## src/rtl/mole_pkg.sv

```systemverilog
// Shared types and helpers for the whack-a-mole game engine.
package mole_pkg;

    typedef enum logic [2:0] {
        IDLE,
        SPAWN,
        UP,
        HIT,
        MISS,
        DONE
    } state_e;

    // Feedback taps 16,14,13,11 expressed as bit positions 15,13,12,10.
    localparam logic [15:0] LFSR_TAPS = 16'hB400;

    function automatic int clog2(input int value);
        int result;
        result = 0;
        for (int i = 0; i < 32; i++) begin
            if ((64'd1 << i) < 64'(value)) begin
                result = i + 1;
            end
        end
        return result;
    endfunction

endpackage

```

## src/rtl/mole_lfsr.sv

```systemverilog
// 16-bit Fibonacci LFSR with load-on-reset seed; exposes the low OUT_W bits.
module mole_lfsr
    import mole_pkg::*;
#(
    parameter logic [15:0] SEED  = 16'hACE1,
    parameter int          OUT_W = 16
) (
    input  logic             clk,
    input  logic             reset,
    input  logic             en,
    output logic [OUT_W-1:0] value
);

    logic [15:0] lfsr_q;
    logic [15:0] lfsr_d;

    always_comb begin
        lfsr_d = lfsr_q;
        if (en) begin
            lfsr_d = {lfsr_q[14:0], ^(lfsr_q & LFSR_TAPS)};
        end
    end

    always_ff @(posedge clk) begin
        if (reset) begin
            lfsr_q <= SEED;
        end else begin
            lfsr_q <= lfsr_d;
        end
    end

    assign value = lfsr_q[OUT_W-1:0];

endmodule

```

## src/rtl/mole_game_engine.sv

```systemverilog
// Whack-a-mole controller: spawns moles at pseudo-random positions, scores
// switch toggles against the lit mole, and tracks lives until win or loss.
module mole_game_engine
    import mole_pkg::*;
#(
    parameter int          N_MOLES   = 16,
    parameter int          SCORE_W   = 6,
    parameter int          WIN_SCORE = 32,
    parameter int          MOLE_TIME = 100_000_000,
    parameter int          LIVES     = 3,
    parameter logic [15:0] LFSR_SEED = 16'hACE1
) (
    input  logic               clk,
    input  logic               reset,
    input  logic               start,
    input  logic [N_MOLES-1:0] sw,
    output logic [N_MOLES-1:0] led,
    output logic [SCORE_W-1:0] score,
    output logic [2:0]         lives_left,
    output logic               game_over,
    output logic               win
);

    localparam int IDX_W   = clog2(N_MOLES);
    localparam int TIMER_W = (clog2(MOLE_TIME) < 1) ? 1 : clog2(MOLE_TIME);

    state_e              state_q, state_d;
    logic [N_MOLES-1:0]  sw_s1_q, sw_s1_d;
    logic [N_MOLES-1:0]  sw_s2_q, sw_s2_d;
    logic [N_MOLES-1:0]  sw_prev_q, sw_prev_d;
    logic [IDX_W-1:0]    cur_idx_q, cur_idx_d;
    logic [IDX_W-1:0]    prev_idx_q, prev_idx_d;
    logic [TIMER_W-1:0]  timer_q, timer_d;
    logic [SCORE_W-1:0]  score_q, score_d;
    logic [2:0]          lives_q, lives_d;
    logic                win_q, win_d;

    logic [IDX_W-1:0]    raw_idx;
    logic [IDX_W-1:0]    spawn_idx;
    logic [N_MOLES-1:0]  toggle;
    logic [N_MOLES-1:0]  cur_mask;
    logic [SCORE_W-1:0]  score_inc;
    logic                wrong_hit;
    logic                right_hit;
    logic                timed_out;

    mole_lfsr #(
        .SEED  (LFSR_SEED),
        .OUT_W (IDX_W)
    ) u_lfsr (
        .clk   (clk),
        .reset (reset),
        .en    (1'b1),
        .value (raw_idx)
    );

    always_comb begin
        sw_s1_d   = sw;
        sw_s2_d   = sw_s1_q;
        sw_prev_d = sw_s2_q;
    end

    assign toggle    = sw_s2_q ^ sw_prev_q;
    assign cur_mask  = {{(N_MOLES-1){1'b0}}, 1'b1} << cur_idx_q;
    assign wrong_hit = |(toggle & ~cur_mask);
    assign right_hit = |(toggle & cur_mask);
    assign timed_out = (timer_q == TIMER_W'(MOLE_TIME - 1));
    assign score_inc = score_q + SCORE_W'(1);

    // Fold the LFSR slice into range, then never repeat the previous position.
    always_comb begin
        spawn_idx = raw_idx;
        if (int'(raw_idx) >= N_MOLES) begin
            spawn_idx = raw_idx - IDX_W'(N_MOLES);
        end
        if (spawn_idx == prev_idx_q) begin
            spawn_idx = (int'(spawn_idx) == N_MOLES - 1) ? '0 : spawn_idx + IDX_W'(1);
        end
    end

    always_comb begin
        state_d    = state_q;
        cur_idx_d  = cur_idx_q;
        prev_idx_d = prev_idx_q;
        timer_d    = timer_q;
        score_d    = score_q;
        lives_d    = lives_q;
        win_d      = win_q;
        unique case (state_q)
            IDLE: begin
                if (start) begin
                    state_d = SPAWN;
                    score_d = '0;
                    lives_d = 3'(LIVES);
                end
            end
            SPAWN: begin
                cur_idx_d  = spawn_idx;
                prev_idx_d = spawn_idx;
                timer_d    = '0;
                state_d    = UP;
            end
            UP: begin
                timer_d = timer_q + TIMER_W'(1);
                // A wrong whack outranks a simultaneous correct one; a correct
                // whack outranks the timeout.
                if (wrong_hit) begin
                    state_d = MISS;
                end else if (right_hit) begin
                    state_d = HIT;
                end else if (timed_out) begin
                    state_d = MISS;
                end
            end
            HIT: begin
                score_d = score_inc;
                if (score_inc == SCORE_W'(WIN_SCORE)) begin
                    state_d = DONE;
                    win_d   = 1'b1;
                end else begin
                    state_d = SPAWN;
                end
            end
            MISS: begin
                if (lives_q != 3'd0) begin
                    lives_d = lives_q - 3'd1;
                end
                if (lives_q <= 3'd1) begin
                    state_d = DONE;
                    win_d   = 1'b0;
                end else begin
                    state_d = SPAWN;
                end
            end
            DONE: begin
                if (start) begin
                    state_d = SPAWN;
                    win_d   = 1'b0;
                    score_d = '0;
                    lives_d = 3'(LIVES);
                end
            end
            default: begin
                state_d = IDLE;
            end
        endcase
    end

    // Synchroniser and edge history preload from the live switches so that
    // leaving reset never reports a toggle.
    always_ff @(posedge clk) begin
        if (reset) begin
            sw_s1_q   <= sw;
            sw_s2_q   <= sw;
            sw_prev_q <= sw;
        end else begin
            sw_s1_q   <= sw_s1_d;
            sw_s2_q   <= sw_s2_d;
            sw_prev_q <= sw_prev_d;
        end
    end

    always_ff @(posedge clk) begin
        if (reset) begin
            state_q    <= IDLE;
            cur_idx_q  <= '0;
            prev_idx_q <= '0;
            timer_q    <= '0;
            score_q    <= '0;
            lives_q    <= 3'(LIVES);
            win_q      <= 1'b0;
        end else begin
            state_q    <= state_d;
            cur_idx_q  <= cur_idx_d;
            prev_idx_q <= prev_idx_d;
            timer_q    <= timer_d;
            score_q    <= score_d;
            lives_q    <= lives_d;
            win_q      <= win_d;
        end
    end

    always_comb begin
        led = '0;
        if (state_q == UP) begin
            led = cur_mask;
        end else if (state_q == DONE && win_q) begin
            led = '1;
        end
    end

    assign score      = score_q;
    assign lives_left = lives_q;
    assign game_over  = (state_q == DONE);
    assign win        = win_q;

endmodule

```

## config.mk

```make
export PLATFORM = sky130hd
export DESIGN_NAME = mole_game_engine
export DESIGN_NICKNAME = d
export VERILOG_FILES = /design/src/rtl/mole_pkg.sv /design/src/rtl/mole_lfsr.sv /design/src/rtl/mole_game_engine.sv
export SDC_FILE = /design/constraint.sdc
export NUM_CORES = 1
export LEC_CHECK = 0
export CAP_MARGIN = 25
export CORE_MARGIN = 3
export CORE_UTILIZATION = 52
export DETAILED_ROUTE_END_ITERATION = 8
export PLACE_DENSITY = 0.8
export SLEW_MARGIN = 30
export SYNTH_ARGS = -nofsm -noshare
export SYNTH_HDL_FRONTEND = slang
export SYNTH_SLANG_ARGS = --single-unit
```

## constraint.sdc

```tcl
create_clock -name clk -period 2.1 [get_ports clk]
set_input_delay 0.63 -clock clk [delete_from_list [all_inputs] [get_ports clk]]
set_output_delay 0.63 -clock clk [all_outputs]
set_load 0.01 [all_outputs]
```

### Yosys cells after proc, flatten, opt, wreduce, memory -nomap -nowiden

Index checks and enable logic that the tools add are counted.

* bits in registers: 108
* output and inout bits: 27
* word-level logic and storage cells: 73

* $add $sub $neg: 4
* magnitude comparators: 1
* equality and inequality tests: 15
* shift-type cells: 1
* multiplexer cells: 23
* bitwise operators: 4
* reduce and logical (&&, ||, !) cells: 15

Operator list (count)
* $mux 16: 4
* $pmux 27 s2: 1
* $and 16x16->16: 2
* $reduce_or 16->1: 2
* $add 27x1->27 const B: 1
* $eq 27x27->1 const B: 1
* $mux 3: 8
* $not 16->16: 1
* $reduce_xor 16->1: 1
* $shl 1x4->16 const A: 1
* $xor 16x16->16: 1
* $pmux 3 s5: 1
* $pmux 6 s2: 1
* $mux 4: 2
* $ne 2x2->1 const B: 4
* $add 6x1->6 const B: 1
* $eq 3x2->1 const B: 2
* $eq 3x3->1 const B: 2
* $eq 6x6->1 const B: 1
* $mux 6: 1
* $pmux 3 s2: 1
* $reduce_bool 2->1: 3
* $reduce_bool 3->1: 2
* $add 4x1->4 const B: 1
* 15 further kinds: 18

### Longest topological paths before layout

* depth after elaboration: 6
* mapped depth: 9

### Cells and area by module

A second synthesis with hierarchy kept.

* cells, all modules: 589
* area total of the unflattened synthesis: 5091.1 µm²

By module, submodules not included
* mole_game_engine: times used 1, cells an instance 530, area an instance 4441.8 µm²
* mole_lfsr: times used 1, cells an instance 59, area an instance 649.4 µm²

### Least setup slack after synthesis

Ideal clock, no wire load.

* path type: register to output
* start: register state_q[2]
* end: output led[10]
* arrival time: 1.634 ns
* path slack: -0.164 ns
* stages on the path, launching flop included: 6
* path buffers: 2
* path through: dfxtp_1 > clkbuf_1 > nor3b_1 > nand2_1 > clkbuf_1 > o21ai_0

* longest elaborated chain between the ends: 4
* elaborated cells between the ends (all ways): 5

RTL lines
* from (decl): line mole_game_engine.sv:27 `state_e state_q, state_d;`
* from (signal assigned): line mole_game_engine.sv:173 `state_q <= state_d;`
* $eq 3x3->1
* net game_over: line mole_game_engine.sv:20 `output logic game_over,`
* $logic_and 1x1->1: line mole_game_engine.sv:187 `end else if (state_q == DONE && win_q) begin`
* $mux 16: line mole_game_engine.sv:187
* $mux 16: line mole_game_engine.sv:185 `if (state_q == UP) begin`
* to (decl): line mole_game_engine.sv:17 `output logic [N_MOLES-1:0] led,`

The timed path passes the listed nets, and every way through them passes these cells.

==> run_results.csv <==
group,metric,value,unit
outcome,status,"finished, violations left",
outcome,violations,"negative setup slack",
finish,final_util,0.684,
clock_tree,clock_sinks,108,
placed_design,io_buffer_count,45,
setup_path,worst_r2r_path_depth,9,
timing,finalHoldViolations,0,
setup_path,start_kind,"register",
clock_tree,clockBufferDepth,2,
power,ir_worst_vdd,0.421,mV
clock_tree,htree_num_levels,3,
logic_synthesis,synth_cell_type_count,57,
finish,multiInputGateArea,2580,um2
setup_path,cp-startpoint,"prev_idx_q[0]",
timing,fin_crit,2230,ps
setup_path,cp.arrival,2480,ps
min_path,min_path_type,"register to register",
logic_synthesis,syn_inst,581,
die,fp.dieH,103,um
finish,finalInstanceArea,6110,um2
placed_design,place_inst,740,
logic_synthesis,yosys_warnings,0,
logic_synthesis,avgSynthCellArea,8.41,um2
finish,diodes,0,
clock_tree,cts_hold_buf,0,
die,dieWidth,103,um
die,row_count,34,
detailed_routing,wl_per_cell,14.4,um
timing,finClkSkew,10.2,ps
detailed_routing,drt-total-wl,11200,um
setup_path,crit_path_end_kind,"register",
global_routing,grt_pass1_wl,17600,um
detailed_routing,drc,0,
clock_tree,cts_made_buffers,9,
power,power_density,782,nW/um2
die,core-area,8930,um2
finish,fill_cells,715,
detailed_routing,viasPerCell,5.61,
clock_tree,cts_tree,"built",
global_routing,grt_max_degree,52,
clock_tree,root_buffer,"clkbuf_8",
setup_path,crit_path_max_fanout,6,
logic_synthesis,syn-num-nets,607,
timing,setup-tns-final,-723,ps
timing,fin_crit_sh,1.06,
timing,relSlewSlack,0.702,
min_path,min_to,"u_lfsr.lfsr_q[15]",
placed_design,routabilityCongestion,0.839,
finish,final_nets,691,
detailed_routing,vias,4364,
setup_path,reg2reg_from,"prev_idx_q[0]",
setup_path,required,2360,ps
die,ioPinCount,46,
placed_design,hpwl,7520,um
clock_tree,clock_latency,370,ps
logic_synthesis,synth-edff-count,0,
global_routing,grt-ovfl-total,0,
timing,final-setup-viol-count,12,
detailed_routing,dr.pass1.iters,5,
detailed_routing,drt_iter0_drc,244,
setup_path,path_class,"register to register",
min_path,hold_start,"u_lfsr.lfsr_q[14]",
clock_tree,path_clk_slew,110,ps
logic_synthesis,netlist_area,4880,um2
timing,max_slew.worst_pin.slew,446,ps
setup_path,timing.rr.end,"state_q[2]",
global_routing,grt_pass1_vias,3878,
logic_synthesis,seq_area_frac_synth,0.443,
finish,regArea,2180,um2
die,initial_core_util,0.547,
timing,max_clock_freq,0.449,GHz
die,die_area,10600,um2
timing,grt_setup_unrepaired,"true",
placed_design,dpl_cell_area,5610,um2
min_path,min_path_cells,1,
timing,timing.hold.ws,416,ps
power,cellLeakagePower,2.52,nW
setup_path,r2r_setup_slack,-130,ps
global_routing,track_usage,0.206,
logic_synthesis,ys_seq_elements,108,
finish,drive_above_1_share,0.245,
finish,layout-area-overhead-vs-synth,25.1,%
logic_synthesis,async_reset_ff_frac,0,
run,maxCapViolCount,0,
timing,finalMaxSlewViolations,0,
global_routing,antenna_found_initial,0,
detailed_routing,antenna_left,0,
logic_synthesis,ys.flop_type,"dfxtp_1",
finish,final_cells,778,
timing,finalWorstSetupSlack,-125,ps
state kept, by name (all words and copies together), names as in the netlist:
name / count
sw_s1_q: 16
timer_q: 27
u_lfsr.lfsr_q: 16
score: 6
lives_left: 3
win: 1
prev_idx_q: 4
sw_prev_q: 16
sw_prev_d: 16
state_q: 3
cells in the mapped netlist (2+ instances only):
| master | count | area share |
|---|---|---|
| nor3b_1 | 2 | 0.0031 |
| buf_2 | 9 | 0.0092 |
| a211oi_1 | 6 | 0.0092 |
| nor2b_1 | 11 | 0.014 |
| clkbuf_1 | 21 | 0.016 |
| xor2_1 | 22 | 0.039 |
| a311oi_1 | 3 | 0.0054 |
| xnor2_1 | 7 | 0.013 |
| and4_1 | 3 | 0.0054 |
| ha_1 | 7 | 0.018 |
| or2_2 | 13 | 0.017 |
| o211a_1 | 2 | 0.0041 |
| nand4b_1 | 3 | 0.0054 |
| nor3_1 | 7 | 0.0072 |
| a22oi_1 | 4 | 0.0061 |
| nand2_1 | 57 | 0.044 |
| o32ai_1 | 3 | 0.0054 |
| dfxtp_1 | 108 | 0.44 |
| a21oi_1 | 29 | 0.030 |
| and3_1 | 6 | 0.0077 |
| o21ai_0 | 64 | 0.066 |
| nand3_1 | 26 | 0.027 |
| mux2_2 | 7 | 0.016 |
| o21a_1 | 6 | 0.0092 |
| nor2_1 | 46 | 0.035 |
| mux2i_1 | 3 | 0.0061 |
| nor4b_1 | 4 | 0.0072 |
| nor4_1 | 3 | 0.0038 |
| o31ai_1 | 3 | 0.0046 |
| or3_1 | 5 | 0.0064 |
| nand3b_1 | 2 | 0.0031 |
| a31oi_1 | 3 | 0.0038 |
| o211ai_1 | 4 | 0.0061 |
| nand2b_1 | 10 | 0.013 |
| a32oi_1 | 3 | 0.0054 |
| nand4_1 | 8 | 0.010 |
| inv_1 | 41 | 0.032 |
worst max path at each step:
stage,cells past startpoint,to
global route,9,state_q[0]
detailed placement,8,state_q[2]
global placement,3,led[0]
floorplan,5,led[10]
finish,9,state_q[2]
CTS,5,led[10]
power breakdown:
part / total [mW] / switching [mW] / internal [mW]
sequential: 2.28 / 0.0998 / 2.18
clock: 1.23 / 0.745 / 0.486
combinational: 1.27 / 0.683 / 0.582
stage by stage:
| stage | power, mW | setup slack, ps |
|---|---|---|
| after detailed placement | 3.36 | -180 |
| after global placement | 3.33 | -105 |
| after floorplan | 2.98 | 12.8 |
| after global routing | 5.01 | -190 |
| after CTS | 4.67 | -202 |
| final | 4.78 | -125 |
per-layer routing:
| metal | routed length, um | global-route usage | vias to the layer above |
|---|---|---|---|
| li1 | - | - | 2176 |
| met1 | 5180 | 0.289 | 2036 |
| met2 | 5200 | 0.321 | 130 |
| met3 | 641 | 0.0501 | 22 |
| met4 | 181 | 0.0508 | 0 |
| met5 | 0 | 0 | - |
placed cells by master (no fill, tap or decap), types with 6 or more instances in the layout:
master	synthesis	layout
a211oi_1	6	6
a21oi_1	29	28
buf_2	9	17
buf_4	1	47
buf_6	1	10
clkbuf_8	0	10
clkdlybuf4s50_1	0	27
dfxtp_1	108	97
dfxtp_2	0	8
ha_1	7	7
inv_1	41	40
mux2_2	7	7
nand2_1	57	53
nand2b_1	10	9
nand3_1	26	23
nand4_1	8	8
nor2_1	46	45
nor2b_1	11	9
nor3_1	7	7
o21a_1	6	6
o21ai_0	64	47
o21ai_1	0	7
o21ai_2	0	10
or2_2	13	12
xnor2_1	7	7
xor2_1	22	22
final cells by class:
type                            instances  share of cell area
Inverter                               41              0.0256
Tap cell                              108              0.0221
Multi-Input combinational cell        400               0.423
Timing Repair Buffer                  105               0.141
Clock inverter                          6             0.00860
Sequential cell                       108               0.357
Clock buffer                           10              0.0225
kinds of logic (layout without fill, tap and decap cells):
| group | Yosys count | after routing | share of synthesized area |
|---|---|---|---|
| AOI/OAI and AO/OA | 137 | 137 | 0.169 |
| xor gates and xnor gates | 29 | 29 | 0.0520 |
| adders and majority gates | 7 | 7 | 0.0179 |
| buffers and inverters | 73 | 162 | 0.0607 |
| DFF | 108 | 108 | 0.443 |
| muxes | 10 | 10 | 0.0223 |
| and+or+nand+nor | 217 | 217 | 0.235 |
repair_timing:
item / CTS / global route
pin swaps: 9 / 13
gates cloned: 2 / 0
resized for setup: 75 / 77
setup buffers: 7 / 14
endpoints found under the setup margin: 21 / 32
critical path, stage by stage (launching register included):
cell,delay [ps]
dfxtp_2,350
buf_6,130
or4b_4,550
a21oi_4,160
o32ai_4,110
nor4_4,320
buf_4,180
nand3_2,90
o21ai_2,150
o21ai_1,80
No activity file was read; power rests on OpenSTA's default activity.
